--- src/rtl/div_mon_pkg.sv ---
// Shared types and default parameters for the divided-clock edge/period monitor.
package div_mon_pkg;

  localparam int DIV_MON_NCH      = 3;
  localparam int DIV_MON_PERIOD_W = 4;
  localparam int DIV_MON_LOCK_CNT = 2;

  typedef enum logic [1:0] {
    IDLE   = 2'd0,
    ARMED  = 2'd1,
    LOCKED = 2'd2
  } div_mon_state_e;

endpackage

--- src/rtl/div_mon_chan.sv ---
// One monitored divider channel: edge strobes, period counter, lock FSM and sticky error.
module div_mon_chan
  import div_mon_pkg::*;
#(
  parameter int PERIOD_W = DIV_MON_PERIOD_W,
  parameter int LOCK_CNT = DIV_MON_LOCK_CNT
) (
  input  logic                clk,
  input  logic                reset,
  input  logic                div_i,
  input  logic [PERIOD_W-1:0] exp_period_i,
  input  logic                err_clr_i,
  output logic                rise_o,
  output logic                fall_o,
  output logic                lock_o,
  output logic                err_o,
  output logic [PERIOD_W-1:0] last_period_o
);

  localparam logic [PERIOD_W-1:0] CNT_MAX  = {PERIOD_W{1'b1}};
  localparam logic [PERIOD_W:0]   ONE_W    = {{PERIOD_W{1'b0}}, 1'b1};
  localparam logic [2:0]          GOOD_MAX = 3'(LOCK_CNT);

  div_mon_state_e      state_q, state_d;
  logic                prev_q;
  logic [PERIOD_W-1:0] cnt_q, cnt_d;
  logic [2:0]          good_q, good_d;
  logic [PERIOD_W-1:0] last_q, last_d;
  logic                rise_q, fall_q, lock_q, err_q;
  logic                lock_d, err_d;
  logic                rise_s, fall_s, err_set_s;
  logic [PERIOD_W:0]   meas_w_s;
  logic [PERIOD_W-1:0] meas_s;

  // Next-state logic for edge detect, counter, FSM and sticky error
  always_comb begin
    rise_s    = div_i & ~prev_q;
    fall_s    = ~div_i & prev_q;
    state_d   = state_q;
    good_d    = good_q;
    last_d    = last_q;
    err_set_s = 1'b0;

    if (rise_s) begin
      cnt_d = '0;
    end else if (cnt_q != CNT_MAX) begin
      cnt_d = cnt_q + ONE_W[PERIOD_W-1:0];
    end else begin
      cnt_d = cnt_q;
    end

    // Period is counted rise-to-rise; the extra bit catches the saturated case.
    meas_w_s = {1'b0, cnt_q} + ONE_W;
    if (meas_w_s[PERIOD_W]) begin
      meas_s = CNT_MAX;
    end else begin
      meas_s = meas_w_s[PERIOD_W-1:0];
    end

    case (state_q)
      IDLE: begin
        if (rise_s) begin
          state_d = ARMED;
          good_d  = 3'd0;
        end else begin
          state_d = IDLE;
        end
      end
      ARMED, LOCKED: begin
        if (rise_s) begin
          last_d = meas_s;
          if (meas_s == exp_period_i) begin
            if (good_q == GOOD_MAX) begin
              good_d = good_q;
            end else begin
              good_d = good_q + 3'd1;
            end
            if (good_d == GOOD_MAX) begin
              state_d = LOCKED;
            end else begin
              state_d = state_q;
            end
          end else begin
            good_d    = 3'd0;
            state_d   = ARMED;
            err_set_s = 1'b1;
          end
        end else if (cnt_q == CNT_MAX) begin
          good_d    = 3'd0;
          state_d   = IDLE;
          err_set_s = 1'b1;
        end else begin
          state_d = state_q;
        end
      end
      default: begin
        state_d = IDLE;
        good_d  = 3'd0;
      end
    endcase

    // A new error outranks a simultaneous clear.
    if (err_set_s) begin
      err_d = 1'b1;
    end else if (err_clr_i) begin
      err_d = 1'b0;
    end else begin
      err_d = err_q;
    end

    lock_d = (state_d == LOCKED);
  end

  // State and output registers
  always_ff @(posedge clk) begin
    if (reset) begin
      state_q <= IDLE;
      prev_q  <= 1'b0;
      cnt_q   <= '0;
      good_q  <= 3'd0;
      last_q  <= '0;
      rise_q  <= 1'b0;
      fall_q  <= 1'b0;
      lock_q  <= 1'b0;
      err_q   <= 1'b0;
    end else begin
      state_q <= state_d;
      prev_q  <= div_i;
      cnt_q   <= cnt_d;
      good_q  <= good_d;
      last_q  <= last_d;
      rise_q  <= rise_s;
      fall_q  <= fall_s;
      lock_q  <= lock_d;
      err_q   <= err_d;
    end
  end

  assign rise_o        = rise_q;
  assign fall_o        = fall_q;
  assign lock_o        = lock_q;
  assign err_o         = err_q;
  assign last_period_o = last_q;

endmodule

--- src/rtl/div_edge_monitor.sv ---
// Edge detector and period checker for NCH divided clocks; one channel instance per bit.
module div_edge_monitor
  import div_mon_pkg::*;
#(
  parameter int NCH      = DIV_MON_NCH,
  parameter int PERIOD_W = DIV_MON_PERIOD_W,
  parameter int LOCK_CNT = DIV_MON_LOCK_CNT
) (
  input  logic                    clk,
  input  logic                    reset,
  input  logic [NCH-1:0]          div_in,
  input  logic [NCH*PERIOD_W-1:0] exp_period,
  input  logic                    err_clr,
  output logic [NCH-1:0]          rise,
  output logic [NCH-1:0]          fall,
  output logic [NCH-1:0]          lock,
  output logic [NCH-1:0]          err,
  output logic [NCH*PERIOD_W-1:0] last_period
);

  for (genvar g = 0; g < NCH; g++) begin : g_chan
    div_mon_chan #(
      .PERIOD_W(PERIOD_W),
      .LOCK_CNT(LOCK_CNT)
    ) u_chan (
      .clk          (clk),
      .reset        (reset),
      .div_i        (div_in[g]),
      .exp_period_i (exp_period[g*PERIOD_W +: PERIOD_W]),
      .err_clr_i    (err_clr),
      .rise_o       (rise[g]),
      .fall_o       (fall[g]),
      .lock_o       (lock[g]),
      .err_o        (err[g]),
      .last_period_o(last_period[g*PERIOD_W +: PERIOD_W])
    );
  end

endmodule

--- config.mk ---
export PLATFORM = sky130hd
export DESIGN_NAME = div_edge_monitor
export DESIGN_NICKNAME = d
export VERILOG_FILES = /design/src/rtl/div_mon_pkg.sv /design/src/rtl/div_mon_chan.sv /design/src/rtl/div_edge_monitor.sv
export SDC_FILE = /design/constraint.sdc
export NUM_CORES = 1
export LEC_CHECK = 0
export CAP_MARGIN = 20
export CORE_UTILIZATION = 55
export CTS_BUF_LIST = sky130_fd_sc_hd__clkbuf_16
export DETAILED_ROUTE_END_ITERATION = 10
export GPL_TIMING_DRIVEN = 0
export PLACE_DENSITY_LB_ADDON = 0.2
export SETUP_SLACK_MARGIN = 0.05
export SYNTH_ARGS = -nofsm -noshare
export SYNTH_HDL_FRONTEND = slang
export SYNTH_HIERARCHICAL = 1
export SYNTH_SLANG_ARGS = --single-unit
--- constraint.sdc ---
create_clock -name clk -period 2.65 [get_ports clk]
set_clock_uncertainty 0.05 [all_clocks]
set_input_delay 0.53 -clock clk [delete_from_list [all_inputs] [get_ports clk]]
set_output_delay 0.53 -clock clk [all_outputs]
set_load 0.1 [all_outputs]
==> metrics.json <==
{
  "global_routing": {
    "grt_first_pass_wirelength_um": 9790,
    "grt-ovfl-total": 0,
    "grt_pass1_vias": 2310,
    "grtUsageTotal": 0.227,
    "antenna_found_initial": 0,
    "grt_max_degree": 17
  },
  "drt": {
    "postRouteAntennaNets": 0,
    "drcViolationCount": 0,
    "wl_um": 6090,
    "avgViaCountPerCell": 5.50,
    "post_drt_wl_per_cell_um": 13.3,
    "detailedRoute.firstPassIterationCount": 4,
    "via_count": 2507,
    "detailedRoute.firstIterationViolations": 129
  },
  "clock_network": {
    "clock_insertion_delay_worst_skew_ns": 0.29,
    "cts_max_path_buffers": 2,
    "total_clock_buffers_created_by_cts": 5,
    "cts-resized-gates": 0,
    "cts-root-buf": "clkbuf_16",
    "cts.sink_count": 54,
    "buffers_inserted_by_post_cts_timing_repair": 0,
    "ctsHoldBuffers": 0,
    "cts_tree": "yes",
    "cts_htree_levels": 2,
    "clock_pin_slew_on_the_worst_setup_and_hold_paths_ns": 0.07
  },
  "power_and_ir_drop": {
    "leakage_component_of_the_power_nw": 1.38,
    "ir_worst_vdd_uv": 286,
    "total_power_after_layout_w": 0.00187,
    "power_density_nw_per_um2": 513
  },
  "synthesis": {
    "synth-async-reset-ratio": 0,
    "post_synth.cell_area_avg_um2": 8.83,
    "synth-seq-area-share": 0.363,
    "post-synth-top-area-cell": "dfxtp_1",
    "netlist-cell-type-count": 64,
    "mappedNetlistArea_um2": 2980,
    "synth_top_area_share": 0.363,
    "yosysWarnings": 6,
    "synth_ff_type": "dfxtp_1",
    "netlist_instances": 337,
    "synth-edff-count": 0,
    "postSynthNetCount": 370,
    "synth.top_cells.by_area": "dfxtp_1 (36%), nor2_1 (6.6%), ha_1 (6.3%)",
    "synth-seq-cells": 54
  },
  "placement": {
    "placedCellCount": 448,
    "place.port_buffers": 41,
    "place.gp.congestion": 0.817,
    "detailedPlacementHpwl_um": 4420
  },
  "die": {
    "dieWidth_um": 75.6,
    "fp.coreArea_um2": 5170,
    "die_height_um": 75.6,
    "rows": 26,
    "fp.dieArea_um2": 5710,
    "start_util": 0.575,
    "ios": 42
  },
  "sta": {
    "setup_repair_after_global_routing_missed_its_margin": "false",
    "timing.final.crit_share": 0.898,
    "timing.setup.tns_ns": 0,
    "max-slew-margin-rel": 0.324,
    "final_hold_viol_count": 0,
    "post-route-min-period_ns": 2.38,
    "fmax_mhz": 420,
    "actual_slew_at_the_worst_max_slew_pin_ns": 1.01,
    "finalMaxSlewViolations": 0,
    "setup_violations": 0
  },
  "worst_setup_path": {
    "critical_path.n_buffers_inverters": 1,
    "timing.critical_path.required_ns": 2.07,
    "critical_path.max_fanout": 2,
    "worst_path_dominant_cell_family": "buffers and inverters",
    "endpoint_kind": "output port",
    "path_class": "flip-flop to output port",
    "critical-path-max-stage-delay_ns": 1.15,
    "startpoint_type": "flip-flop",
    "slowest_stage": "clkdlybuf4s50_1",
    "crit_path_cell_trace": "clkdlybuf4s50_1",
    "critical_path_arrival_ns": 1.80
  },
  "finish": {
    "final_layout_size_suffix_gt1_frac": 0.0855,
    "antennaDiodeCount": 0,
    "layoutNonFillerInstCount": 456,
    "layout.nets": 418,
    "fillcell_total": 420,
    "layout-area-overhead-vs-synth_pct": 22.3
  },
  "status": {
    "outcome": "completed"
  },
  "min_path": {
    "worst_hold_path_type": "flip-flop to flip-flop"
  },
  "run": {
    "drv_cap": 0
  }
}
==> power breakdown <==
part / internal (W) / leakage [nW] / switching [W]
logic: 0.000107 / 0.861 / 0.000184
registers: 0.000834 / 0.439 / 0.0000187
clock network: 0.000442 / 0.0812 / 0.000283
==> cell usage in the layout (no fill, tap or decap), types with 6 or more instances in the layout <==
| cell type | Yosys | routed |
|---|---|---|
| a21oi_1 | 22 | 22 |
| nand3_1 | 6 | 6 |
| nand2b_1 | 15 | 15 |
| nand3b_1 | 7 | 7 |
| dfxtp_1 | 54 | 54 |
| or3_1 | 6 | 6 |
| nand2_1 | 31 | 31 |
| nor3_1 | 8 | 8 |
| clkdlybuf4s50_1 | 0 | 41 |
| ha_1 | 15 | 15 |
| nor2_1 | 52 | 52 |
| inv_1 | 14 | 15 |
| nor3b_1 | 6 | 6 |
==> worst reg2reg max path, delay by kind of cell, from the launching register on <==
kind            cells  cell delay (ns)
fa+ha+maj           1             0.33
simple gates        2             0.78
compound gates      3             0.56
buf+inv             1             0.08
flops               1             0.46
==> sequential cells by signal (all words and copies together), names as in the netlist <==
| name | count |
|---|---|
| g_chan.u_chan/fall_o | 3 |
| g_chan.u_chan/state_q | 6 |
| g_chan.u_chan/err_o | 3 |
| g_chan.u_chan/lock_o | 3 |
| g_chan.u_chan/last_period_o | 12 |
| g_chan.u_chan/cnt_q | 12 |
| g_chan.u_chan/good_q | 9 |
| g_chan.u_chan/prev_q | 3 |
| g_chan.u_chan/rise_o | 3 |
==> worst paths after layout <==
kind              cells after the start                      end                  startpoint  slack (ns)
hold reg to reg                       2   g_chan[1].u_chan/err_o      g_chan[1].u_chan/err_o        0.42
setup reg to reg                      7  g_chan[2].u_chan/lock_o  g_chan[2].u_chan/good_q[0]        0.30
setup / recovery                      1                   err[0]      g_chan[0].u_chan/err_o        0.27
hold / removal                        2   g_chan[1].u_chan/err_o      g_chan[1].u_chan/err_o        0.42
==> synth_stat cells (3+ instances only) <==
| cell type | instances |
|---|---|
| nor2_1 | 52 |
| o2111ai_1 | 3 |
| nand3b_1 | 7 |
| or3_1 | 6 |
| o21a_1 | 3 |
| nand2_1 | 31 |
| nor3b_1 | 6 |
| nor3_1 | 8 |
| ha_1 | 15 |
| and2b_1 | 3 |
| a21o_1 | 4 |
| inv_1 | 14 |
| a21oi_1 | 22 |
| o21ai_0 | 4 |
| nand2b_1 | 15 |
| xor2_2 | 3 |
| xnor2_1 | 4 |
| a211oi_1 | 4 |
| dfxtp_1 | 54 |
| nand3_1 | 6 |
| xor2_1 | 3 |
| nor2b_1 | 5 |
==> through the flow <==
step | instance area [um2] | hold slack [ns] | utilization | setup WS [ns]
detailed placement | 3470 | 0.401 | 0.672 | 0.285
global placement | 3470 | 0.404 | 0.672 | 0.249
finish | 3640 | 0.418 | 0.704 | 0.270
global route | 3640 | 0.451 | 0.704 | 0.171
floorplan | 2980 | 0.405 | - | 0.505
CTS | 3640 | 0.423 | 0.704 | 0.282
==> kinds of logic (layout without fill, tap and decap cells) <==
group,after synthesis,count (layout),share of synthesized area
adders and majority gates,15,15,0.0631
buffers and inverters,19,68,0.0315
AOI/OAI and AO/OA,72,72,0.183
DFF,54,54,0.363
muxes,4,4,0.0231
and+or+nand+nor,163,163,0.299
xor gates and xnor gates,10,10,0.0370
==> layout make-up <==
type,instances,area (um2),share of cell area
multi-input cells,264,1800,0.495
flip-flops and latches,54,1080,0.297
repair buffers,41,410,0.113
clock buffers,5,125,0.0344
well taps,70,87.6,0.0241
inverters,14,52.6,0.0144
clock inverters,3,41.3,0.0113
plain buffers,5,41.3,0.0113
==> per-layer routing <==
metal | routed length, um | global-route usage | vias to the layer above
met3 | 231 | 0.0437 | 7
met1 | 2970 | 0.285 | 1154
met5 | 0 | 0 | -
met2 | 2800 | 0.385 | 52
li1 | - | - | 1294
met4 | 85 | 0.0905 | 0
No activity file was read; power rests on OpenSTA's default activity.
